File: src/rtl/alu_serial_ctrl.sv
// alu_serial_ctrl: bit-serial sequencer that drives an external 1-bit ALU
// slice one bit per clock. It assembles a WIDTH-bit result, carry and
// overflow, and presents them with a one-cycle done pulse.
//
// state | meaning
// ------+--------------------------------------------------------------
// IDLE  | waiting for start; the slice interface is held at zero
// RUN   | one slice step per edge, walking bit_idx from 0 to WIDTH-1
// DONE  | single-cycle done pulse; the next edge returns to IDLE
module alu_serial_ctrl #(
    parameter int WIDTH = 32
) (
    input  logic             clk,
    input  logic             rst_n,
    input  logic             start,
    input  logic             abort,
    input  logic [WIDTH-1:0] src1,
    input  logic [WIDTH-1:0] src2,
    input  logic [3:0]       ALU_control,
    output logic             slice_src1,
    output logic             slice_src2,
    output logic             slice_cin,
    output logic             slice_less,
    output logic             slice_A_invert,
    output logic             slice_B_invert,
    output logic [2:0]       slice_operation,
    input  logic             slice_result,
    input  logic             slice_cout,
    output logic             busy,
    output logic             done,
    output logic             err,
    output logic [WIDTH-1:0] result,
    output logic             zero,
    output logic             cout,
    output logic             overflow
);

    localparam int IW = (WIDTH > 1) ? $clog2(WIDTH) : 1;
    localparam logic [IW-1:0] LAST_IDX = IW'(WIDTH - 1);

    localparam logic [3:0] CODE_AND = 4'b0000;
    localparam logic [3:0] CODE_OR  = 4'b0001;
    localparam logic [3:0] CODE_ADD = 4'b0010;
    localparam logic [3:0] CODE_SUB = 4'b0110;
    localparam logic [3:0] CODE_SLT = 4'b0111;
    localparam logic [3:0] CODE_NOR = 4'b1100;

    localparam logic [2:0] OP_AND = 3'b000;
    localparam logic [2:0] OP_OR  = 3'b001;
    localparam logic [2:0] OP_ADD = 3'b010;

    typedef enum logic [1:0] {
        S_IDLE = 2'd0,
        S_RUN  = 2'd1,
        S_DONE = 2'd2
    } state_t;

    state_t           state;
    logic [IW-1:0]    bit_idx;
    logic             c;
    logic [WIDTH-1:0] a_q;
    logic [WIDTH-1:0] b_q;
    logic [2:0]       op_q;
    logic             ainv_q;
    logic             binv_q;
    logic             arith_q;
    logic             slt_q;
    // Partial result of the operation in flight. It is kept apart from
    // `result` so that an abort leaves the last completed answer visible.
    logic [WIDTH-1:0] work_q;

    logic             dec_valid;
    logic [2:0]       dec_op;
    logic             dec_ainv;
    logic             dec_binv;
    logic             dec_cin;
    logic             dec_arith;
    logic             dec_slt;

    logic [WIDTH-1:0] work_next;
    logic             ovf_fin;
    logic [WIDTH-1:0] final_word;

    // Decode the operation code presented at the accepting edge.
    always_comb begin
        dec_valid = 1'b1;
        dec_op    = OP_AND;
        dec_ainv  = 1'b0;
        dec_binv  = 1'b0;
        dec_cin   = 1'b0;
        dec_arith = 1'b0;
        dec_slt   = 1'b0;
        case (ALU_control)
            CODE_AND: dec_op = OP_AND;
            CODE_OR:  dec_op = OP_OR;
            CODE_ADD: begin
                dec_op    = OP_ADD;
                dec_arith = 1'b1;
            end
            CODE_SUB: begin
                dec_op    = OP_ADD;
                dec_binv  = 1'b1;
                dec_cin   = 1'b1;
                dec_arith = 1'b1;
            end
            CODE_SLT: begin
                dec_op    = OP_ADD;
                dec_binv  = 1'b1;
                dec_cin   = 1'b1;
                dec_arith = 1'b1;
                dec_slt   = 1'b1;
            end
            CODE_NOR: begin
                dec_op   = OP_AND;
                dec_ainv = 1'b1;
                dec_binv = 1'b1;
            end
            default: dec_valid = 1'b0;
        endcase
    end

    // Merge the current slice bit into the partial word. On the last step
    // the carry-in still held in c is the carry into the MSB, so
    // overflow is that carry XOR the carry out of the MSB.
    always_comb begin
        work_next          = work_q;
        work_next[bit_idx] = slice_result;
        ovf_fin            = c ^ slice_cout;
        if (slt_q) begin
            final_word = {{(WIDTH-1){1'b0}}, slice_result ^ ovf_fin};
        end else begin
            final_word = work_next;
        end
    end

    // Slice drive comes only from registered operands and state. It is
    // forced to zero whenever no step is in progress.
    always_comb begin
        slice_src1      = 1'b0;
        slice_src2      = 1'b0;
        slice_cin       = 1'b0;
        slice_less      = 1'b0;
        slice_A_invert  = 1'b0;
        slice_B_invert  = 1'b0;
        slice_operation = 3'b000;
        if (state == S_RUN) begin
            slice_src1      = a_q[bit_idx] ^ ainv_q;
            slice_src2      = b_q[bit_idx] ^ binv_q;
            slice_cin       = c;
            slice_A_invert  = ainv_q;
            slice_B_invert  = binv_q;
            slice_operation = op_q;
        end
    end

    // Sequencer FSM with registered status and result outputs.
    always_ff @(posedge clk or negedge rst_n) begin
        if (!rst_n) begin
            state    <= S_IDLE;
            bit_idx  <= '0;
            c        <= 1'b0;
            a_q      <= '0;
            b_q      <= '0;
            op_q     <= 3'b000;
            ainv_q   <= 1'b0;
            binv_q   <= 1'b0;
            arith_q  <= 1'b0;
            slt_q    <= 1'b0;
            work_q   <= '0;
            busy     <= 1'b0;
            done     <= 1'b0;
            err      <= 1'b0;
            result   <= '0;
            zero     <= 1'b1;
            cout     <= 1'b0;
            overflow <= 1'b0;
        end else begin
            case (state)
                S_IDLE: begin
                    if (start) begin
                        if (dec_valid) begin
                            a_q     <= src1;
                            b_q     <= src2;
                            op_q    <= dec_op;
                            ainv_q  <= dec_ainv;
                            binv_q  <= dec_binv;
                            arith_q <= dec_arith;
                            slt_q   <= dec_slt;
                            c       <= dec_cin;
                            bit_idx <= '0;
                            work_q  <= '0;
                            busy    <= 1'b1;
                            state   <= S_RUN;
                        end else begin
                            err      <= 1'b1;
                            result   <= '0;
                            zero     <= 1'b1;
                            cout     <= 1'b0;
                            overflow <= 1'b0;
                            done     <= 1'b1;
                            state    <= S_DONE;
                        end
                    end
                end
                S_RUN: begin
                    if (abort) begin
                        // Partial work is dropped; the published result is untouched.
                        bit_idx <= '0;
                        busy    <= 1'b0;
                        state   <= S_IDLE;
                    end else begin
                        work_q  <= work_next;
                        c       <= slice_cout;
                        bit_idx <= bit_idx + 1'b1;
                        if (bit_idx == LAST_IDX) begin
                            bit_idx  <= '0;
                            result   <= final_word;
                            zero     <= (final_word == '0);
                            cout     <= arith_q ? slice_cout : 1'b0;
                            overflow <= arith_q ? ovf_fin : 1'b0;
                            err      <= 1'b0;
                            busy     <= 1'b0;
                            done     <= 1'b1;
                            state    <= S_DONE;
                        end
                    end
                end
                S_DONE: begin
                    done  <= 1'b0;
                    state <= S_IDLE;
                end
                default: begin
                    busy  <= 1'b0;
                    done  <= 1'b0;
                    state <= S_IDLE;
                end
            endcase
        end
    end

endmodule

File: config.mk
export PLATFORM = sky130hd
export DESIGN_NAME = alu_serial_ctrl
export DESIGN_NICKNAME = d
export VERILOG_FILES = /design/src/rtl/alu_serial_ctrl.sv
export SDC_FILE = /design/constraint.sdc
export NUM_CORES = 1
export LEC_CHECK = 0
export CAP_MARGIN = 20
export CORE_MARGIN = 8
export CORE_UTILIZATION = 59
export CTS_BUF_LIST = sky130_fd_sc_hd__clkbuf_2
export CTS_CLUSTER_DIAMETER = 50
export DETAILED_ROUTE_END_ITERATION = 10
export PLACE_DENSITY_LB_ADDON = 0.1
export SLEW_MARGIN = 20
export SYNTH_ARGS = -nofsm -noshare
export SYNTH_HDL_FRONTEND = slang
export SYNTH_SLANG_ARGS = --single-unit
File: constraint.sdc
create_clock -name clk -period 4.95 [get_ports clk]
set_input_delay 0.99 -clock clk [delete_from_list [all_inputs] [get_ports clk]]
set_output_delay 0.99 -clock clk [all_outputs]
set_load 0.02 [all_outputs]
* Yosys cells after proc, flatten, opt, wreduce, memory -nomap -nowiden
Cells that the tools add are included.
** Operators by class
- Add/subtract/negate cells :: 1
- Magnitude comparators :: 2
- Equality and inequality tests :: 14
- Mux-type cells :: 69
- Bitwise operators :: 5
- Reductions and logical operators :: 16
** Operators by type and width (count)
- 32-bit 2-to-1 mux :: 8
- 32-bit one-hot mux with 2 select lines :: 2
- 1-bit 2-to-1 mux :: 36
- 32-bit bitwise mux :: 1
- 32-bit logical NOT :: 1
- 5-bit 2-to-1 mux :: 4
- 1-bit one-hot mux with 2 select lines :: 6
- 4-bit AND reduction :: 3
- 1-bit binary-select mux with 5-bit select :: 2
- 5-bit one-hot mux with 2 select lines :: 1
- 4-bit by 3-bit equality test with 1-bit output (second input constant) :: 2
- 2-bit 2-to-1 mux :: 4
- 2-bit != test (second input constant) :: 4
- 2-bit one-hot mux with 2 select lines :: 2
- 5-bit by 6-bit less-than comparator with 1-bit output (second input constant) :: 1
- 3-bit AND reduction :: 2
- 3-bit OR reduction :: 2
- 6-bit OR reduction :: 1
- 5-bit by 1-bit adder with 5-bit output (second input constant) :: 1
- 1-bit demux with 5-bit select :: 1
- 5-bit equality test (second input constant) :: 1
- 5-bit by 1-bit >= comparator with 1-bit output (second input constant) :: 1
- 5-bit AND reduction :: 1
- 4-bit by 1-bit equality test with 1-bit output (second input constant) :: 1
- 16 further kinds :: 19
** Storage, ports and cells
- Flip-flop bits (word level) :: 149
- Input bits :: 74
- Output and inout port bits :: 47
- Word-level logic and storage cells :: 125

* Longest topological paths before layout
- Depth in word-level cells :: 10
- Mapped depth :: 10
- Depth with buffers taken out :: 8

* Worst setup path before layout
Ideal clock, no wire load.
- Path type :: register to output
- Start :: register bit_idx[1]
- End :: output slice_src1
- Arrival time :: 2202 ps
- Required time :: 3960 ps
- Slack :: 1758 ps
- Stages on the path, launching flop included :: 8
- Path through :: dfrtp_1 -> buf_2 -> buf_1 -> mux4_2 -> mux4_2 -> a21oi_2 -> xor2_1 -> nor2_1
** Between the ends
- Word-level cells in the longest chain between the ends :: 4
** RTL lines
- start: declaration :: RTL line 59 : logic [IW-1:0] bit_idx;
- start signal: assignment :: RTL line 214 : bit_idx <= bit_idx + 1'b1;
- 1-bit binary-select mux with 5-bit select :: RTL line 147 : slice_src1 = a_q[bit_idx] ^ ainv_q;
- 1-bit 2-to-1 mux (implied by the code) :: RTL line 147
- 1-bit bitwise XOR :: RTL line 147
- 1-bit 2-to-1 mux :: RTL line 146 : if (state == S_RUN) begin
- end: declaration :: RTL line 20 : output logic slice_src1,
No other way between the ends. The select of a mux whose other input is x is not followed.

* Worst setup path in the final report
- Start :: register bit_idx[1]
- End :: output slice_src2
** Between the ends
- Word-level cells in the longest chain between the ends :: 4
** RTL lines
- 1-bit binary-select mux with 5-bit select :: RTL line 148 : slice_src2 = b_q[bit_idx] ^ binv_q;
- 1-bit 2-to-1 mux (implied by the code) :: RTL line 148
- 1-bit bitwise XOR :: RTL line 148
- 1-bit 2-to-1 mux :: RTL line 146
- end: declaration :: RTL line 21 : output logic slice_src2,
No other way between the ends. The select of a mux whose other input is x is not followed.

==> impl_metrics.toml <==
[clock_tree]
clockRootBuffer = "clkbuf_2"
cts-htree-levels = 4
cts_tree = "built"
clk_pin_slew_ns = 0.21
cts_hold_buf = 0
cts_inserted_buffers = 17
clock_sinks = 148
clk_latency_ns = 0.71
clockBufferDepth = 2

[critical_path]
crit_path_frequent_cell = "mux4_2"
crit_chain = "mux4_2, mux4_2, nor2b_4, a21oi_2, xor2_1, nor2_1, clkdlybuf4s50_1"
critPathRequiredTime_ns = 3.96
cp_max_fo = 21
slowest_delay_ns = 0.93
path_buf_inv = 1
cp_data_arrival_time_ns = 3.66
crit_slowest_cell = "dfrtp_1"
worstSetupPathType = "reg2out"
cp_top_family = "flip-flops"
critPathCaptureType = "primary output"
worst_setup_path_start_kind = "flip-flop"

[cells_and_area]
fin_nets = 769
diodes = 0
fin_util_pct = 72.1
final_layout_size_suffix_gt1_share_pct = 11.3
area_growth_pct = 20.1

[sta]
slew_viol_final = 0
period_share_pct = 94.0
skew_ns = 0.0283
fmax_mhz = 215
finalSetupViolations = 0
fin_ws_ns = 0.297
min_period_ns = 4.65
maxSlewHeadroom_pct = 31.1
hold_viol = 0
fin_hold_ws_ns = 0.364
finalSetupTns_ns = 0
worst_slew_pin_slew_ns = 1.03
rsz0062_at_grt = "no"

[pwr]
vdd_drop_max_uv = 232
combinationalPowerShare_pct = 25.0
swShare_pct = 29.9
clockPowerShare_pct = 21.9
p_sw_mw = 0.876
power.leakage_nw = 3.64
p_int_mw = 2.05
powerDensity_mw_per_mm2 = 340
seqPwrFrac_pct = 53.1
finalPower_mw = 2.93

[floorplanning]
initial_core_util_pct = 60.0
floorplan.core_area_sq_mm = 0.0120
dieArea_sq_mm = 0.0160
io_pins = 121
fp.dieH_um = 126
die_w_um = 126
num_rows = 40

[global_route]
grt_first_pass_wirelength_um = 26000
grt_max_degree = 120
overflow = 0
antenna_found_initial = 0
grt_usage_pct = 20.2
grt_pass1_vias = 5237

[synth]
syn_area_per_cell_sq_um = 12.1
synth_ff_type = "dfrtp_1"
synth_warnings = 0
syn_area_sq_mm = 0.00718
synth-seq-cells = 148
synth_cell_types = 45
synth_area_leader_cell = "dfrtp_1"
synth_edf_count = 0
ys_top_cells_by_area = "dfrtp_1 (51%), mux2_1 (8.5%), o31ai_1 (6.7%)"
syn_inst = 593
synth_top_area_share_pct = 51.2
async_reset_ff_share_pct = 100
ys_seq_area_share_pct = 51.6

[placement]
post-place-ws_ns = 0.861
port_buffers = 118
dp_hpwl_um = 11000
place_congestion = 0.802

[route]
firstDrtPassIters = 4
ant_nets = 0
routedWlPerCell_um = 18.5
drc = 0
via_per_inst = 5.91
routed_wl_um = 15700
vias = 5017
drtIter0Drc = 423

[run_status]
status = "complete, no violations"

[worst_hold_path]
hp-class = "in2async"

[flow_run]
maxCapViolations = 0
timing repair:
item                       in CTS  in global routing
resized for setup               0                  1
setup endpoints to repair       0                  2
buffers inserted                0                  0
cell families (layout without fill, tap and decap cells):
kind of cell / after synthesis / in the layout / share of synthesized area (%)
other cells: 1 / 2 / 0.0522
buf+inv: 60 / 168 / 3.99
mux: 116 / 116 / 21.1
compound gates: 93 / 93 / 9.20
flops: 148 / 148 / 51.6
fa+ha+maj: 6 / 6 / 1.05
xor+xnor: 4 / 4 / 0.488
simple gates: 165 / 165 / 12.5
layout make-up:
cell class	count	area (sq um)
Sequential cell	148	3710
Fill cell	857	3340
Multi-Input combinational cell	386	3220
Timing Repair Buffer	130	1280
Tap cell	147	184
Clock inverter	12	114
Clock buffer	20	100
Inverter	6	22.5
metal layers:
layer | track usage [%] | part of all wire, % | vias to the layer above
met5 | 0 | 0 | -
met4 | 7.78 | 1.7 | 0
met3 | 5.15 | 4.4 | 24
met2 | 32.9 | 50 | 131
met1 | 25.6 | 44 | 2487
li1 | - | - | 2375
sequential cells by signal, summed over array words and instances, names as in the netlist:
| signal | cells |
|---|---|
| a_q | 32 |
| b_q | 32 |
| result | 32 |
| work_q | 32 |
| bit_idx | 5 |
| op_q | 2 |
| state | 2 |
| ainv_q | 1 |
| arith_q | 1 |
| binv_q | 1 |
| busy | 1 |
| c | 1 |
| cout | 1 |
| done | 1 |
| err | 1 |
| overflow | 1 |
| slt_q | 1 |
| zero | 1 |
cells in the final DEF (no fill, tap or decap), types with 2 or more instances in the layout:
cell             instances
dfrtp_1                146
clkdlybuf4s50_1        117
nand2_1                 79
o31ai_1                 64
mux2_1                  54
mux2i_1                 31
clkbuf_2                20
mux4_2                  14
nor4bb_1                12
nand4b_1                12
nand4_1                 11
mux2_2                  11
buf_4                   11
nor2_1                   9
o21ai_1                  9
nand3_1                  8
clkinv_2                 7
inv_1                    6
nand2b_1                 6
mux4_1                   6
ha_1                     6
and2_1                   5
and3_1                   4
nor2b_1                  4
nor4b_1                  4
o21ai_0                  4
nor2b_4                  3
a21oi_2                  3
xor2_1                   3
a21o_1                   3
nor3_1                   3
o22ai_1                  2
a31oi_1                  2
a21oi_1                  2
conb_1                   2
clkinvlp_4               2
bufinv_16                2
final timing paths:
check | slack [ns] | cells past startpoint | start | end
max | 0.30 | 7 | bit_idx[1]$_DFFE_PN0P_ | slice_src2
min | 0.36 | 1 | rst_n | work_q[1]$_DFFE_PN0P_
max reg2reg | 1.78 | 7 | bit_idx[1]$_DFFE_PN0P_ | zero$_DFFE_PN1P_
min reg2reg | 0.49 | 1 | op_q[1]$_DFFE_PN0P_ | op_q[1]$_DFFE_PN0P_
max in group asynchronous | 3.58 | 2 | rst_n | bit_idx[0]$_DFFE_PN0P_
min in group clk | 0.49 | 1 | op_q[1]$_DFFE_PN0P_ | op_q[1]$_DFFE_PN0P_
metrics by stage:
stage / std cells / cell area [sq um]
after global placement: 816 / 8400
after floorplan: 594 / 7190
final: 849 / 8630
after detailed placement: 817 / 8410
after global routing: 849 / 8630
after CTS: 849 / 8620
power by group through the flow:
stage	clock network, mW	logic, mW	registers [mW]
detailed placement	0	0.736	1.58
floorplan	0	0.551	1.51
finish	0.643	0.732	1.56
global route	0.706	0.791	1.59
global placement	0	0.707	1.57
CTS	0.660	0.740	1.56
cell usage after synthesis (4+ instances only):
| library cell | n |
|---|---|
| nor4b_1 | 4 |
| mux4_1 | 6 |
| and2_1 | 5 |
| mux4_2 | 14 |
| dfrtp_1 | 147 |
| inv_1 | 6 |
| mux2_2 | 11 |
| buf_4 | 8 |
| nand4b_1 | 12 |
| ha_1 | 6 |
| and3_1 | 4 |
| o21ai_0 | 4 |
| nor2b_1 | 5 |
| nand2_1 | 79 |
| clkbuf_1 | 21 |
| buf_2 | 13 |
| mux2_1 | 54 |
| nor4bb_1 | 12 |
| nand4_1 | 11 |
| o21ai_1 | 10 |
| o31ai_1 | 64 |
| nor2_1 | 10 |
| nand2b_1 | 6 |
| buf_1 | 10 |
| nand3_1 | 8 |
| mux2i_1 | 31 |
No activity file was read; power rests on OpenSTA's default activity.
